`config.mk`:
```
export PLATFORM = sky130hd
export DESIGN_NAME = sd_start_conditioner_flat
export DESIGN_NICKNAME = d
export VERILOG_FILES = /design/src/rtl/sd_start_conditioner_pkg.sv /design/src/rtl/sd_start_conditioner_if.sv /design/src/rtl/sd_sync_debounce.sv /design/src/rtl/sd_start_conditioner.sv /design/src/flat_wrapper.sv
export SDC_FILE = /design/constraint.sdc
export NUM_CORES = 1
export LEC_CHECK = 0
export BUFFER_PORTS_ARGS = -buffer_cell sky130_fd_sc_hd__buf_4
export CORE_MARGIN = 1
export CORE_UTILIZATION = 57
export CTS_CLUSTER_SIZE = 40
export DETAILED_ROUTE_END_ITERATION = 8
export HOLD_SLACK_MARGIN = 0.02
export MAX_ROUTING_LAYER = met4
export PLACE_DENSITY_LB_ADDON = 0.08
export SLEW_MARGIN = 20
export SYNTH_ARGS = -nofsm -noshare
export SYNTH_HDL_FRONTEND = slang
export SYNTH_SLANG_ARGS = --single-unit
```
`constraint.sdc`:
```
create_clock -name clk -period 1.94 [get_ports clk]
set_input_delay 0.097 -clock clk [delete_from_list [all_inputs] [get_ports clk]]
set_output_delay 0.097 -clock clk [all_outputs]
set_load 0.03 [all_outputs]
```
`src/rtl/sd_start_conditioner_pkg.sv`:
```
// Shared definitions for the SD start conditioner: FSM encoding and default timing constants.
// The SD top uses the same defaults so both sides agree on debounce and timeout windows.
package sd_start_conditioner_pkg;

    typedef enum logic [1:0] {
        StIdle = 2'd0,
        StFire = 2'd1,
        StWait = 2'd2
    } sd_state_e;

    localparam int unsigned DefDebounceCycles = 4;
    localparam int unsigned DefTimeoutCycles  = 16;
    localparam int unsigned DefCntW           = 8;

endpackage

```
`src/rtl/sd_start_conditioner_if.sv`:
```
// Button/start/finish signal bundle between the start conditioner and its neighbours.
// The master side is the conditioner; the slave side is the button source and SD.
interface sd_start_conditioner_if;

    logic btn_raw;
    logic fin;
    logic xs;
    logic busy;
    logic btn_clean;
    logic overrun;
    logic timeout;

    modport master (
        input  btn_raw,
        input  fin,
        output xs,
        output busy,
        output btn_clean,
        output overrun,
        output timeout
    );

    modport slave (
        output btn_raw,
        output fin,
        input  xs,
        input  busy,
        input  btn_clean,
        input  overrun,
        input  timeout
    );

endinterface

```
`src/rtl/sd_sync_debounce.sv`:
```
// Two-flop synchronizer followed by a counting debouncer for the raw push-button.
// btn_clean only flips once the synced level has disagreed with it for DEBOUNCE_CYCLES cycles.
module sd_sync_debounce
    import sd_start_conditioner_pkg::*;
#(
    parameter int unsigned DEBOUNCE_CYCLES = DefDebounceCycles,
    parameter int unsigned CNT_W           = DefCntW
) (
    input  logic clk,
    input  logic reset,
    input  logic btn_raw,
    output logic btn_clean
);

    logic             sync1_q;
    logic             btn_s_q;
    logic             btn_clean_q, btn_clean_d;
    logic [CNT_W-1:0] dcnt_q, dcnt_d;

    always_ff @(posedge clk or negedge reset) begin
        if (!reset) begin
            sync1_q     <= 1'b0;
            btn_s_q     <= 1'b0;
            btn_clean_q <= 1'b0;
            dcnt_q      <= '0;
        end else begin
            sync1_q     <= btn_raw;
            btn_s_q     <= sync1_q;
            btn_clean_q <= btn_clean_d;
            dcnt_q      <= dcnt_d;
        end
    end

    // Any agreeing sample restarts the count, so short bounces never reach the threshold.
    always_comb begin
        btn_clean_d = btn_clean_q;
        dcnt_d      = '0;
        if (btn_s_q != btn_clean_q) begin
            if (dcnt_q == CNT_W'(DEBOUNCE_CYCLES - 1)) begin
                btn_clean_d = btn_s_q;
            end else begin
                dcnt_d = dcnt_q + CNT_W'(1);
            end
        end
    end

    assign btn_clean = btn_clean_q;

endmodule

```
`src/rtl/sd_start_conditioner.sv`:
```
// Front end of the SD sequencer: debounced button press -> single-cycle xs, held busy until fin,
// with overrun reporting for dropped presses and a timeout when fin never arrives.
module sd_start_conditioner
    import sd_start_conditioner_pkg::*;
#(
    parameter int unsigned DEBOUNCE_CYCLES = DefDebounceCycles,
    parameter int unsigned TIMEOUT_CYCLES  = DefTimeoutCycles,
    parameter int unsigned CNT_W           = DefCntW
) (
    input logic                    clk,
    input logic                    reset,
    sd_start_conditioner_if.master bus
);

    logic             btn_clean;
    logic             btn_clean_prev_q;
    logic             press;
    sd_state_e        state_q, state_d;
    logic [CNT_W-1:0] tcnt_q, tcnt_d;
    logic             overrun_q, overrun_d;
    logic             timeout_q, timeout_d;

    sd_sync_debounce #(
        .DEBOUNCE_CYCLES (DEBOUNCE_CYCLES),
        .CNT_W           (CNT_W)
    ) u_sync_debounce (
        .clk       (clk),
        .reset     (reset),
        .btn_raw   (bus.btn_raw),
        .btn_clean (btn_clean)
    );

    assign press = btn_clean & ~btn_clean_prev_q;

    always_ff @(posedge clk or negedge reset) begin
        if (!reset) begin
            btn_clean_prev_q <= 1'b0;
            state_q          <= StIdle;
            tcnt_q           <= '0;
            overrun_q        <= 1'b0;
            timeout_q        <= 1'b0;
        end else begin
            btn_clean_prev_q <= btn_clean;
            state_q          <= state_d;
            tcnt_q           <= tcnt_d;
            overrun_q        <= overrun_d;
            timeout_q        <= timeout_d;
        end
    end

    always_comb begin
        state_d   = state_q;
        tcnt_d    = tcnt_q;
        timeout_d = 1'b0;
        overrun_d = press & (state_q != StIdle);
        case (state_q)
            StIdle: begin
                if (press) state_d = StFire;
            end
            StFire: begin
                state_d = StWait;
                tcnt_d  = '0;
            end
            StWait: begin
                tcnt_d = tcnt_q + CNT_W'(1);
                // fin takes priority over a coincident expiry.
                if (bus.fin) begin
                    state_d = StIdle;
                end else if (TIMEOUT_CYCLES != 0 &&
                             tcnt_q == CNT_W'(TIMEOUT_CYCLES - 1)) begin
                    state_d   = StIdle;
                    timeout_d = 1'b1;
                end
            end
            default: state_d = StIdle;
        endcase
    end

    assign bus.xs        = (state_q == StFire);
    assign bus.busy      = (state_q != StIdle);
    assign bus.btn_clean = btn_clean;
    assign bus.overrun   = overrun_q;
    assign bus.timeout   = timeout_q;

endmodule
```
`src/flat_wrapper.sv`:
```
// flat-port wrapper written by rule: the top's interface ports become plain ports
module sd_start_conditioner_flat import sd_start_conditioner_pkg::*;
#(
    parameter int unsigned DEBOUNCE_CYCLES = DefDebounceCycles,
    parameter int unsigned TIMEOUT_CYCLES  = DefTimeoutCycles,
    parameter int unsigned CNT_W           = DefCntW
)
  (clk, reset, bus_btn_raw, bus_fin, bus_xs, bus_busy, bus_btn_clean, bus_overrun, bus_timeout);
  sd_start_conditioner_if bus_i ();
  input logic clk;
  input logic reset;
  input wire logic [$bits(bus_i.btn_raw)-1:0] bus_btn_raw;
  input wire logic [$bits(bus_i.fin)-1:0] bus_fin;
  output wire logic [$bits(bus_i.xs)-1:0] bus_xs;
  output wire logic [$bits(bus_i.busy)-1:0] bus_busy;
  output wire logic [$bits(bus_i.btn_clean)-1:0] bus_btn_clean;
  output wire logic [$bits(bus_i.overrun)-1:0] bus_overrun;
  output wire logic [$bits(bus_i.timeout)-1:0] bus_timeout;
  assign bus_i.btn_raw = bus_btn_raw;
  assign bus_i.fin = bus_fin;
  assign bus_xs = bus_i.xs;
  assign bus_busy = bus_i.busy;
  assign bus_btn_clean = bus_i.btn_clean;
  assign bus_overrun = bus_i.overrun;
  assign bus_timeout = bus_i.timeout;
  sd_start_conditioner #(.DEBOUNCE_CYCLES(DEBOUNCE_CYCLES), .TIMEOUT_CYCLES(TIMEOUT_CYCLES), .CNT_W(CNT_W)) u_core (.clk(clk), .reset(reset), .bus(bus_i));
endmodule
```
==> metrics <==
power per cell area 1140 nW/µm²; Setup TNS 0 ns; Final Hold Vio Count 0; initial antenna violation count 0; min Tclk post-route 1.80 ns; Reg area 601 µm²; die extent in x 48.0 µm; Hold Path Class primary input to flip-flop; CP Launch Type flip-flop; Gates resized, CTS repair 0; drt initial violations 15; Critical Path AT 2.04 ns; outcome completed; static leakage 0.587 nW; IO Port Bufs 8; grt ovf 0; Finished Layout Cells 156; worst-path maximum fanout 10; Sink Count 24; setup violators final 0; Final #Nets 142; root buffer cell clkbuf_4; CTS HTree Levels 1; Core ar. 1980 µm²; row count 16; fmax 555 MHz; largest net degree at the start of global routing 25; Syn. warnings 0; Final HPWL DP 1500 µm; worst rel slew slack 0.732; Post-Place Setup Slack 0.170 ns; Setup WS post-layout 0.137 ns; clock skew 0.00120 ns; Longest Clk Path Bufs 2; synthesized area per cell 10.3 µm²; Worst setup EP type flip-flop; flip-flop and latch count after synthesis 24; Post-Route WL 2050 µm; post-synthesis sequential area ratio 0.498; Antenna Nets Post-Route 0; Vias/cell 5.58; Worst Tran Pin Value 0.396 ns; RSZ-0062 raised after global routing false; die area 2300 µm²; GR Util All Layers 0.216; drt pass-1 iters 4; IO Pins 9; Fill cells 155; drt wl/cell 13.2 µm; Final Cycle Share 0.929; Max rail drop VDD 0.661 mV; commonest non-fill, non-tap cell in the layout dfrtp_1; most frequent cells in the layout dfrtp_1 (24), nand3_1 (10), inv_1 (8), o21ai_0 (8), buf_4 (8); number of antenna diodes 0; vias in the first global route 754; TritonCTS Buffers 3; Synth Instances 117; RePlAce Congestion 0.790; Max-Cap Viols 0; Yosys cell types 31; layout cells sized above 1 0.109; Net Count, Synth 128; hold path start bus_fin; FF-to-FF Start u_core.state_q[0]; first-pass GRT wire length 3270 µm; DRC Markers 0; P&R area growth vs syn 10.4%; Pwr Total 0.00152 W; count of pins over their slew limit 0; starting density of the core 0.608; CTS tree done; worst path required time 2.18 ns; Critical Path Source u_core.state_q[0]; Skew-Pair Late Insertion Delay 0.30 ns; clock slew at reported path FFs 0.12 ns; multi-input logic area 563 µm²; die height 48.0 µm; Synth Cell Area 1200 µm²; CP Class flip-flop to flip-flop; Inst Count DP 151; routed vias 871
critical path: stages (launching register included):
cell and delay [ns]:
dfrtp_1 0.41, inv_1 0.09, ha_1 0.44, nand3_1 0.17, or4_1 0.49, a21boi_1 0.15
kinds of logic after synthesis:
kind of cell	after synthesis	synth area share
muxes	2	0.0177
DFF	24	0.498
adders and majority gates	7	0.0727
AOI/OAI and AO/OA	25	0.136
buffers and inverters	9	0.0343
xor gates and xnor gates	4	0.0291
and+or+nand+nor	46	0.212
repair_timing:
item                                   in CTS  in global routing
hold buffers                                2                  0
setup buffers                               0                  0
endpoints found under the hold margin      25                  0
registers in the layout, summed over array words and instances (netlist names):
register and cells:
u_core.bus.timeout 1, u_core.bus.overrun 1, u_core.u_sync_debounce.btn_clean 1, u_core.u_sync_debounce.dcnt_q 8, u_core.u_sync_debounce.sync1_q 1, u_core.state_q 2, u_core.btn_clean_prev_q 1, u_core.u_sync_debounce.btn_s_q 1
u_core.tcnt_q 8
power by group:
part	internal, W	leakage (nW)	switching [W]	total, W
logic	0.000247	0.253	0.000392	0.000639
clock network	0.0000725	0.0138	0.000134	0.000207
registers	0.000585	0.320	0.0000895	0.000674
total	0.000904	0.587	0.000616	0.00152
worst paths after layout:
kind                       cells past startpoint                                to  slack (ns)
max in group asynchronous                      2  u_core.u_sync_debounce.dcnt_q[5]        1.51
hold / removal                                 3                u_core.bus.timeout        0.12
setup / recovery                               5                  u_core.tcnt_q[7]        0.14
setup reg to reg                               5                  u_core.tcnt_q[7]        0.14
hold reg to reg                                0    u_core.u_sync_debounce.btn_s_q        0.36
min in group asynchronous                      2    u_core.u_sync_debounce.btn_s_q        0.20
metal layers:
metal / up-vias / track usage / share of wire
met2: 14 / 0.305 / 0.45
met5: - / - / 0
li1: 454 / - / -
met3: 4 / 0.0340 / 0.029
met4: 0 / 0.0833 / 0.012
met1: 399 / 0.311 / 0.51
cell usage after synthesis:
| master | instances | area, µm² |
|---|---|---|
| or3_1 | 5 | 31.3 |
| xor2_1 | 2 | 17.5 |
| nor2b_1 | 2 | 12.5 |
| and3_1 | 1 | 6.26 |
| a21oi_1 | 3 | 15.0 |
| o31ai_1 | 1 | 7.51 |
| o2bb2ai_1 | 1 | 8.76 |
| nand3_1 | 10 | 50.1 |
| nand3_2 | 1 | 10.0 |
| a21o_1 | 2 | 15.0 |
| a21boi_0 | 2 | 15.0 |
| o2111ai_1 | 2 | 17.5 |
| buf_6 | 1 | 11.3 |
| nor3_1 | 3 | 15.0 |
| nor4b_1 | 1 | 8.76 |
| mux2_2 | 1 | 11.3 |
| nand2b_1 | 4 | 25.0 |
| ha_1 | 7 | 87.6 |
| or4_4 | 1 | 11.3 |
| or4_1 | 2 | 15.0 |
| mux2i_1 | 1 | 10.0 |
| nand4_1 | 3 | 18.8 |
| nor4_1 | 1 | 6.26 |
| o21ai_0 | 8 | 40.0 |
| a21boi_1 | 1 | 7.51 |
| nor2_1 | 6 | 22.5 |
| dfrtp_1 | 24 | 601 |
| nand2_1 | 6 | 22.5 |
| inv_1 | 8 | 30.0 |
| xnor2_1 | 2 | 17.5 |
| o211ai_1 | 5 | 37.5 |
layout make-up:
cell class,count,area share
clock buffers,3,0.0169
repair buffers,10,0.0602
flip-flops and latches,24,0.452
multi-input cells,84,0.423
well taps,27,0.0254
inverters,8,0.0226
through the flow:
stage | hold slack, ns | instance area, µm² | util
6_report | 0.117 | 1330 | 0.671
5_1_grt | 0.118 | 1330 | 0.671
4_1_cts | 0.0958 | 1330 | 0.671
3_5_place_dp | 0.00841 | 1290 | 0.650
2_1_floorplan | -0.199 | 1200 | -
3_3_place_gp | 0.0102 | 1290 | 0.650
Power figures use the tool's default switching activity.
